==> src/rtl/latch_bus_pkg.sv <==
// Shared definitions for controllers that sequence transfers over the latch array bus.
package latch_bus_pkg;

  typedef enum logic [2:0] {
    ST_IDLE    = 3'd0,
    ST_DRIVE   = 3'd1,
    ST_LATCH   = 3'd2,
    ST_HOLD    = 3'd3,
    ST_RELEASE = 3'd4
  } bus_state_e;

  // LE hold counter; wide enough for LE_CYCLES up to 15
  localparam int CNT_W = 4;

  function automatic int idx_width(input int n_latch);
    return (n_latch > 1) ? $clog2(n_latch) : 1;
  endfunction

endpackage

==> src/rtl/latch_bus_sequencer_if.sv <==
// Request/strobe bundle between requesters, the sequencer and the latch array.
interface latch_bus_sequencer_if #(
  parameter int NUM_REQ   = 4,
  parameter int NUM_LATCH = 8,
  parameter int IDX_W     = 4
);
  logic [NUM_REQ-1:0]       REQ;
  logic [NUM_REQ*IDX_W-1:0] SRC;
  logic [NUM_REQ*IDX_W-1:0] DST;
  logic [NUM_REQ-1:0]       ACK;
  logic                     ERR;
  logic                     BUSY;
  logic [NUM_LATCH-1:0]     nOE;
  logic [NUM_LATCH-1:0]     LE;

  modport master (output REQ, SRC, DST, input ACK, ERR, BUSY, nOE, LE);
  modport slave  (input REQ, SRC, DST, output ACK, ERR, BUSY, nOE, LE);
endinterface

==> src/rtl/latch_bus_sequencer_rr_arbiter.sv <==
// Combinational round-robin grant: first set request at or above the pointer, with wrap.
module rr_arbiter #(
  parameter int NUM_REQ = 4,
  parameter int PTR_W   = 2
) (
  input  logic [NUM_REQ-1:0] req_i,
  input  logic [PTR_W-1:0]   ptr_i,
  output logic [PTR_W-1:0]   gnt_idx_o,
  output logic               gnt_vld_o
);

  always_comb begin
    int j;
    logic [PTR_W-1:0] jj;
    gnt_idx_o = '0;
    gnt_vld_o = 1'b0;
    j         = 0;
    jj        = '0;
    for (int i = 0; i < NUM_REQ; i++) begin
      j = int'(ptr_i) + i;
      if (j >= NUM_REQ) j = j - NUM_REQ;
      jj = PTR_W'(j);
      if (!gnt_vld_o && req_i[jj]) begin
        gnt_vld_o = 1'b1;
        gnt_idx_o = jj;
      end
    end
  end

endmodule

==> src/rtl/latch_bus_sequencer.sv <==
// Round-robin sequencer for latch-to-latch transfers on a shared tri-state bus.
module latch_bus_sequencer
  import latch_bus_pkg::*;
#(
  parameter int NUM_REQ   = 4,
  parameter int NUM_LATCH = 8,
  parameter int IDX_W     = 4,
  parameter int LE_CYCLES = 2
) (
  input logic CLK,
  input logic nRST,
  latch_bus_sequencer_if.slave bus
);

  localparam int PTR_W = (NUM_REQ > 1) ? $clog2(NUM_REQ) : 1;

  if (IDX_W < idx_width(NUM_LATCH)) begin : g_bad_idx_w
    $error("IDX_W too narrow for NUM_LATCH");
  end

  bus_state_e           state_q;
  logic [PTR_W-1:0]     ptr_q, ptr_d, grant_q, gnt_idx;
  logic                 gnt_vld, req_bad;
  logic [IDX_W-1:0]     src_q, dst_q, src_sel, dst_sel;
  logic [CNT_W-1:0]     cnt_q;
  logic [NUM_LATCH-1:0] noe_q, le_q;
  logic [NUM_REQ-1:0]   ack_q;
  logic                 err_q, busy_q;

  function automatic logic [NUM_LATCH-1:0] latch_onehot(input logic [IDX_W-1:0] idx);
    latch_onehot = '0;
    for (int i = 0; i < NUM_LATCH; i++)
      if (idx == IDX_W'(i)) latch_onehot[i] = 1'b1;
  endfunction

  function automatic logic [NUM_REQ-1:0] req_onehot(input logic [PTR_W-1:0] idx);
    req_onehot = '0;
    for (int r = 0; r < NUM_REQ; r++)
      if (idx == PTR_W'(r)) req_onehot[r] = 1'b1;
  endfunction

  rr_arbiter #(.NUM_REQ(NUM_REQ), .PTR_W(PTR_W)) u_arb (
    .req_i    (bus.REQ),
    .ptr_i    (ptr_q),
    .gnt_idx_o(gnt_idx),
    .gnt_vld_o(gnt_vld)
  );

  always_comb begin
    src_sel = '0;
    dst_sel = '0;
    for (int r = 0; r < NUM_REQ; r++) begin
      if (gnt_idx == PTR_W'(r)) begin
        src_sel = bus.SRC[r*IDX_W +: IDX_W];
        dst_sel = bus.DST[r*IDX_W +: IDX_W];
      end
    end
    // Out-of-range indices are rejected here so no strobe ever targets a missing latch
    req_bad = (src_sel == dst_sel) || (int'(src_sel) >= NUM_LATCH) ||
              (int'(dst_sel) >= NUM_LATCH);
    ptr_d   = (int'(gnt_idx) == NUM_REQ - 1) ? '0 : gnt_idx + 1'b1;
  end

  always_ff @(posedge CLK or negedge nRST) begin
    if (!nRST) begin
      state_q <= ST_IDLE;
      ptr_q   <= '0;
      grant_q <= '0;
      src_q   <= '0;
      dst_q   <= '0;
      cnt_q   <= '0;
      noe_q   <= '1;
      le_q    <= '0;
      ack_q   <= '0;
      err_q   <= 1'b0;
      busy_q  <= 1'b0;
    end else begin
      ack_q <= '0;
      err_q <= 1'b0;
      case (state_q)
        ST_IDLE: begin
          if (gnt_vld) begin
            grant_q <= gnt_idx;
            src_q   <= src_sel;
            dst_q   <= dst_sel;
            ptr_q   <= ptr_d;
            busy_q  <= 1'b1;
            if (req_bad) begin
              state_q <= ST_RELEASE;
              ack_q   <= req_onehot(gnt_idx);
              err_q   <= 1'b1;
            end else begin
              state_q <= ST_DRIVE;
              noe_q   <= ~latch_onehot(src_sel);
            end
          end
        end
        ST_DRIVE: begin
          state_q <= ST_LATCH;
          le_q    <= latch_onehot(dst_q);
          cnt_q   <= CNT_W'(LE_CYCLES - 1);
        end
        ST_LATCH: begin
          if (cnt_q == '0) begin
            state_q <= ST_HOLD;
            le_q    <= '0;
          end else begin
            cnt_q <= cnt_q - 1'b1;
          end
        end
        // Outputs are registered on entry, so RELEASE values are set leaving HOLD
        ST_HOLD: begin
          state_q <= ST_RELEASE;
          noe_q   <= '1;
          ack_q   <= req_onehot(grant_q);
        end
        ST_RELEASE: begin
          state_q <= ST_IDLE;
          busy_q  <= 1'b0;
        end
        default: begin
          state_q <= ST_IDLE;
          noe_q   <= '1;
          le_q    <= '0;
          busy_q  <= 1'b0;
        end
      endcase
    end
  end

  assign bus.ACK  = ack_q;
  assign bus.ERR  = err_q;
  assign bus.BUSY = busy_q;
  assign bus.nOE  = noe_q;
  assign bus.LE   = le_q;

endmodule

==> src/flat_wrapper.sv <==
// flat-port wrapper written by rule: the top's interface ports become plain ports
module latch_bus_sequencer_flat import latch_bus_pkg::*;
#(
  parameter int NUM_REQ   = 4,
  parameter int NUM_LATCH = 8,
  parameter int IDX_W     = 4,
  parameter int LE_CYCLES = 2
)
  (CLK, nRST, bus_REQ, bus_SRC, bus_DST, bus_ACK, bus_ERR, bus_BUSY, bus_nOE, bus_LE);
  latch_bus_sequencer_if #(.NUM_REQ(NUM_REQ), .NUM_LATCH(NUM_LATCH), .IDX_W(IDX_W)) bus_i ();
  input logic CLK;
  input logic nRST;
  input wire logic [$bits(bus_i.REQ)-1:0] bus_REQ;
  input wire logic [$bits(bus_i.SRC)-1:0] bus_SRC;
  input wire logic [$bits(bus_i.DST)-1:0] bus_DST;
  output wire logic [$bits(bus_i.ACK)-1:0] bus_ACK;
  output wire logic [$bits(bus_i.ERR)-1:0] bus_ERR;
  output wire logic [$bits(bus_i.BUSY)-1:0] bus_BUSY;
  output wire logic [$bits(bus_i.nOE)-1:0] bus_nOE;
  output wire logic [$bits(bus_i.LE)-1:0] bus_LE;
  assign bus_i.REQ = bus_REQ;
  assign bus_i.SRC = bus_SRC;
  assign bus_i.DST = bus_DST;
  assign bus_ACK = bus_i.ACK;
  assign bus_ERR = bus_i.ERR;
  assign bus_BUSY = bus_i.BUSY;
  assign bus_nOE = bus_i.nOE;
  assign bus_LE = bus_i.LE;
  latch_bus_sequencer #(.NUM_REQ(NUM_REQ), .NUM_LATCH(NUM_LATCH), .IDX_W(IDX_W), .LE_CYCLES(LE_CYCLES)) u_core (.CLK(CLK), .nRST(nRST), .bus(bus_i));
endmodule
==> config.mk <==
export PLATFORM = sky130hd
export DESIGN_NAME = latch_bus_sequencer_flat
export DESIGN_NICKNAME = d
export VERILOG_FILES = /design/src/rtl/latch_bus_pkg.sv /design/src/rtl/latch_bus_sequencer_if.sv /design/src/rtl/latch_bus_sequencer_rr_arbiter.sv /design/src/rtl/latch_bus_sequencer.sv /design/src/flat_wrapper.sv
export SDC_FILE = /design/constraint.sdc
export NUM_CORES = 1
export LEC_CHECK = 0
export ABC_AREA = 1
export CELL_PAD_IN_SITES_DETAIL_PLACEMENT = 1
export CELL_PAD_IN_SITES_GLOBAL_PLACEMENT = 2
export CORE_ASPECT_RATIO = 0.9
export CORE_MARGIN = 3
export CORE_UTILIZATION = 24
export DETAILED_ROUTE_END_ITERATION = 16
export PLACE_DENSITY = 0.75
export SYNTH_ARGS = -nofsm -noshare
export SYNTH_HDL_FRONTEND = slang
export SYNTH_SLANG_ARGS = --single-unit
==> constraint.sdc <==
create_clock -name CLK -period 2.85 [get_ports CLK]
set_input_delay 0.285 -clock CLK [delete_from_list [all_inputs] [get_ports CLK]]
set_output_delay 0.285 -clock CLK [all_outputs]
set_load 0.05 [all_outputs]
==> run metrics <==
Critical Path Fanout Max 5; leading area contributor after synthesis dfrtp_1; TritonCTS clock tree built; syn nets 370; Worst slew margin 0.445; async set-reset flop share out of synthesis 1.00; shortest period the worst path allows 3.15 ns; ANT cells 0; initial drt markers 48; drt drc 0; Synth Instances 326; Vias/cell 4.38; number of synthesized flops with an enable pin 0; Setup crit start kind flip-flop; Synth top cells by count nand2_1 (107), inv_1 (41), dfrtp_1 (29); Final Worst Setup Slack -0.301 ns; DIE AREA 10800 um2; hold buffers post-CTS 0; # nets final 484; crit end category flip-flop; sequential share of the synthesized area 0.405; Syn Area/Cell 7.08 um2; Top FF cell, synth dfrtp_1; Yosys reg bits 37; drt first pass iters 4; Crit Path Class flip-flop to flip-flop; Hold WS 0.0909 ns; failing checks setup timing; Synth warnings 0; Hold Path Class input pin to asynchronous set/reset pin; Yosys top cell area share 0.314; GP Congestion 0.748; Clock Tree Buf Depth 2; CTS Sinks 37; clk_lat worst skew 0.29 ns; total core area 9250 um2; Area growth syn-to-layout 67.4%; Place WS -0.633 ns; Crit path buffers/inverters 4; RSZ-0062 raised after global routing true; WL final 7.21 mm; f_max 0.317 GHz; Total Routing Usage GR 0.138; Worst Tran Pin Value 0.833 ns; Die Ht 99.0 um; setup_tns -3.78 ns; CP top delay family simple AND/OR/NAND/NOR gates; Final Skew 0.00992 ns; final core utilization 0.418; cell with the most instances after synthesis nand2_1; slowest cell on the critical path dfrtp_2; Mapped Area 2310 um2; period utilisation layout 1.11; Required @ worst endpoint 3.07 ns; WL per Instance 12.8 um; status finished, violations left; CTS buffer count 5; crit-path max cell delay 0.48 ns; post-DP HPWL 5.39 mm; GRT overflow 0; post-synthesis cell type count 28; Cell Rows 33; Max Slew Vio Count 0; Max H-tree Level 2; starting density of the core 0.250; # setup viols final 15; Clock transition at path regs 0.07 ns; first-pass GRT wire length 12.2 mm; Fin. Hold Viols 0; pin count of the biggest net entering global routing 38; crit path DAT 3.37 ns; via count 2464; die width 109 um; ranking of synthesized cells by area dfrtp_1 (31%), nand2_1 (17%), dfstp_2 (9.1%); crit-path cells buf_6 > o21ai_2 > o21ai_4 > nor3_4 > buf_6 > nand2_1 > nand4_1 > nand2_2 > ha_4 > bufbuf_16 > nand2_2 > nand3_4 > nand2_1 > nand2_2 > buf_4 > nor3_1 > nand3_1 > nand3_1 > nand2_1; max-cap viol count 0; I/O pins 60; Clk Tree Root Cell clkbuf_8; initial antenna violation count 0; vias in the first global route 2667; layout cells sized above 1 0.313; Routed Antenna Nets 0; Buffers on Ports 59
[final timing paths]
path	slack, ns	endpoint	startpoint	depth (start not counted)
max in group asynchronous	2.18	u_core.ptr_q[0]$_DFFE_PN0P_	nRST	1
min in group CLK	0.46	u_core.bus.nOE[6]$_DFFE_PN1P_	u_core.bus.nOE[6]$_DFFE_PN1P_	2
max	-0.30	u_core.bus.nOE[1]$_DFFE_PN1P_	u_core.ptr_q[0]$_DFFE_PN0P_	19
min	0.09	u_core.bus.LE[1]$_DFFE_PN0P_	nRST	1
min reg2reg	0.46	u_core.bus.nOE[6]$_DFFE_PN1P_	u_core.bus.nOE[6]$_DFFE_PN1P_	2
max reg2reg	-0.30	u_core.bus.nOE[1]$_DFFE_PN1P_	u_core.ptr_q[0]$_DFFE_PN0P_	19
[state kept, by name, indices dropped and copies added (netlist names)]
signal and flops:
u_core.bus.ACK 4, u_core.bus.LE 8, u_core.bus.nOE 8, u_core.ptr_q 2, u_core.dst_q 4, u_core.cnt_q 4
u_core.bus.BUSY 1, u_core.state_q 3, u_core.bus.ERR 1, u_core.grant_q 2
[layout make-up]
| type | instances | area (um2) |
|---|---|---|
| repair buffers | 111 | 1040 |
| multi-input cells | 239 | 1460 |
| clock buffers | 6 | 82.6 |
| well taps | 122 | 153 |
| fillers | 1135 | 5380 |
| inverters | 46 | 183 |
| clock inverters | 2 | 8.76 |
| flip-flops and latches | 37 | 937 |
[metrics by stage]
stage	cell area [um2]	std cells
after floorplan	2320	326
after global placement	3290	538
after detailed placement	3290	538
after CTS	3650	559
after global routing	3860	563
final	3860	563
[cells in the final DEF (no fill, tap or decap), types with 5 or more instances in the layout]
cell type	n
inv_2	10
nor3_1	6
clkbuf_8	6
o21ai_1	7
dfstp_2	8
inv_1	34
clkdlybuf4s50_1	58
buf_6	6
o21ai_0	14
nand3_1	24
nand2_1	98
nor2_1	18
dfrtp_1	28
a21oi_2	9
buf_4	43
a21oi_1	5
nand2_2	14
o21ai_2	5
[cells by family (layout without fill, tap and decap cells)]
group	Yosys count	in the layout	share of synthesized area
buf+inv	51	165	0.0949
compound gates	51	51	0.117
simple gates	177	178	0.335
fa+ha+maj	6	6	0.0325
xor+xnor	4	4	0.0152
flops	37	37	0.405
[metal layers]
metal	global-route usage	share of wire
met2	0.217	0.47
met3	0.0236	0.042
met4	0.0479	0.017
met1	0.192	0.47
met5	0	0
[repair_timing]
action | 4_1_cts | 5_1_grt
cloned | 2 | 0
setup endpoints to repair | 18 | 19
endpoints found under the hold margin | 0 | 0
resized for setup | 43 | 44
buffers inserted | 11 | 6
pin swaps | 24 | 21
Power is not shown: default switching activity piles up to over one toggle a cycle in this logic, so the estimate is an artifact.
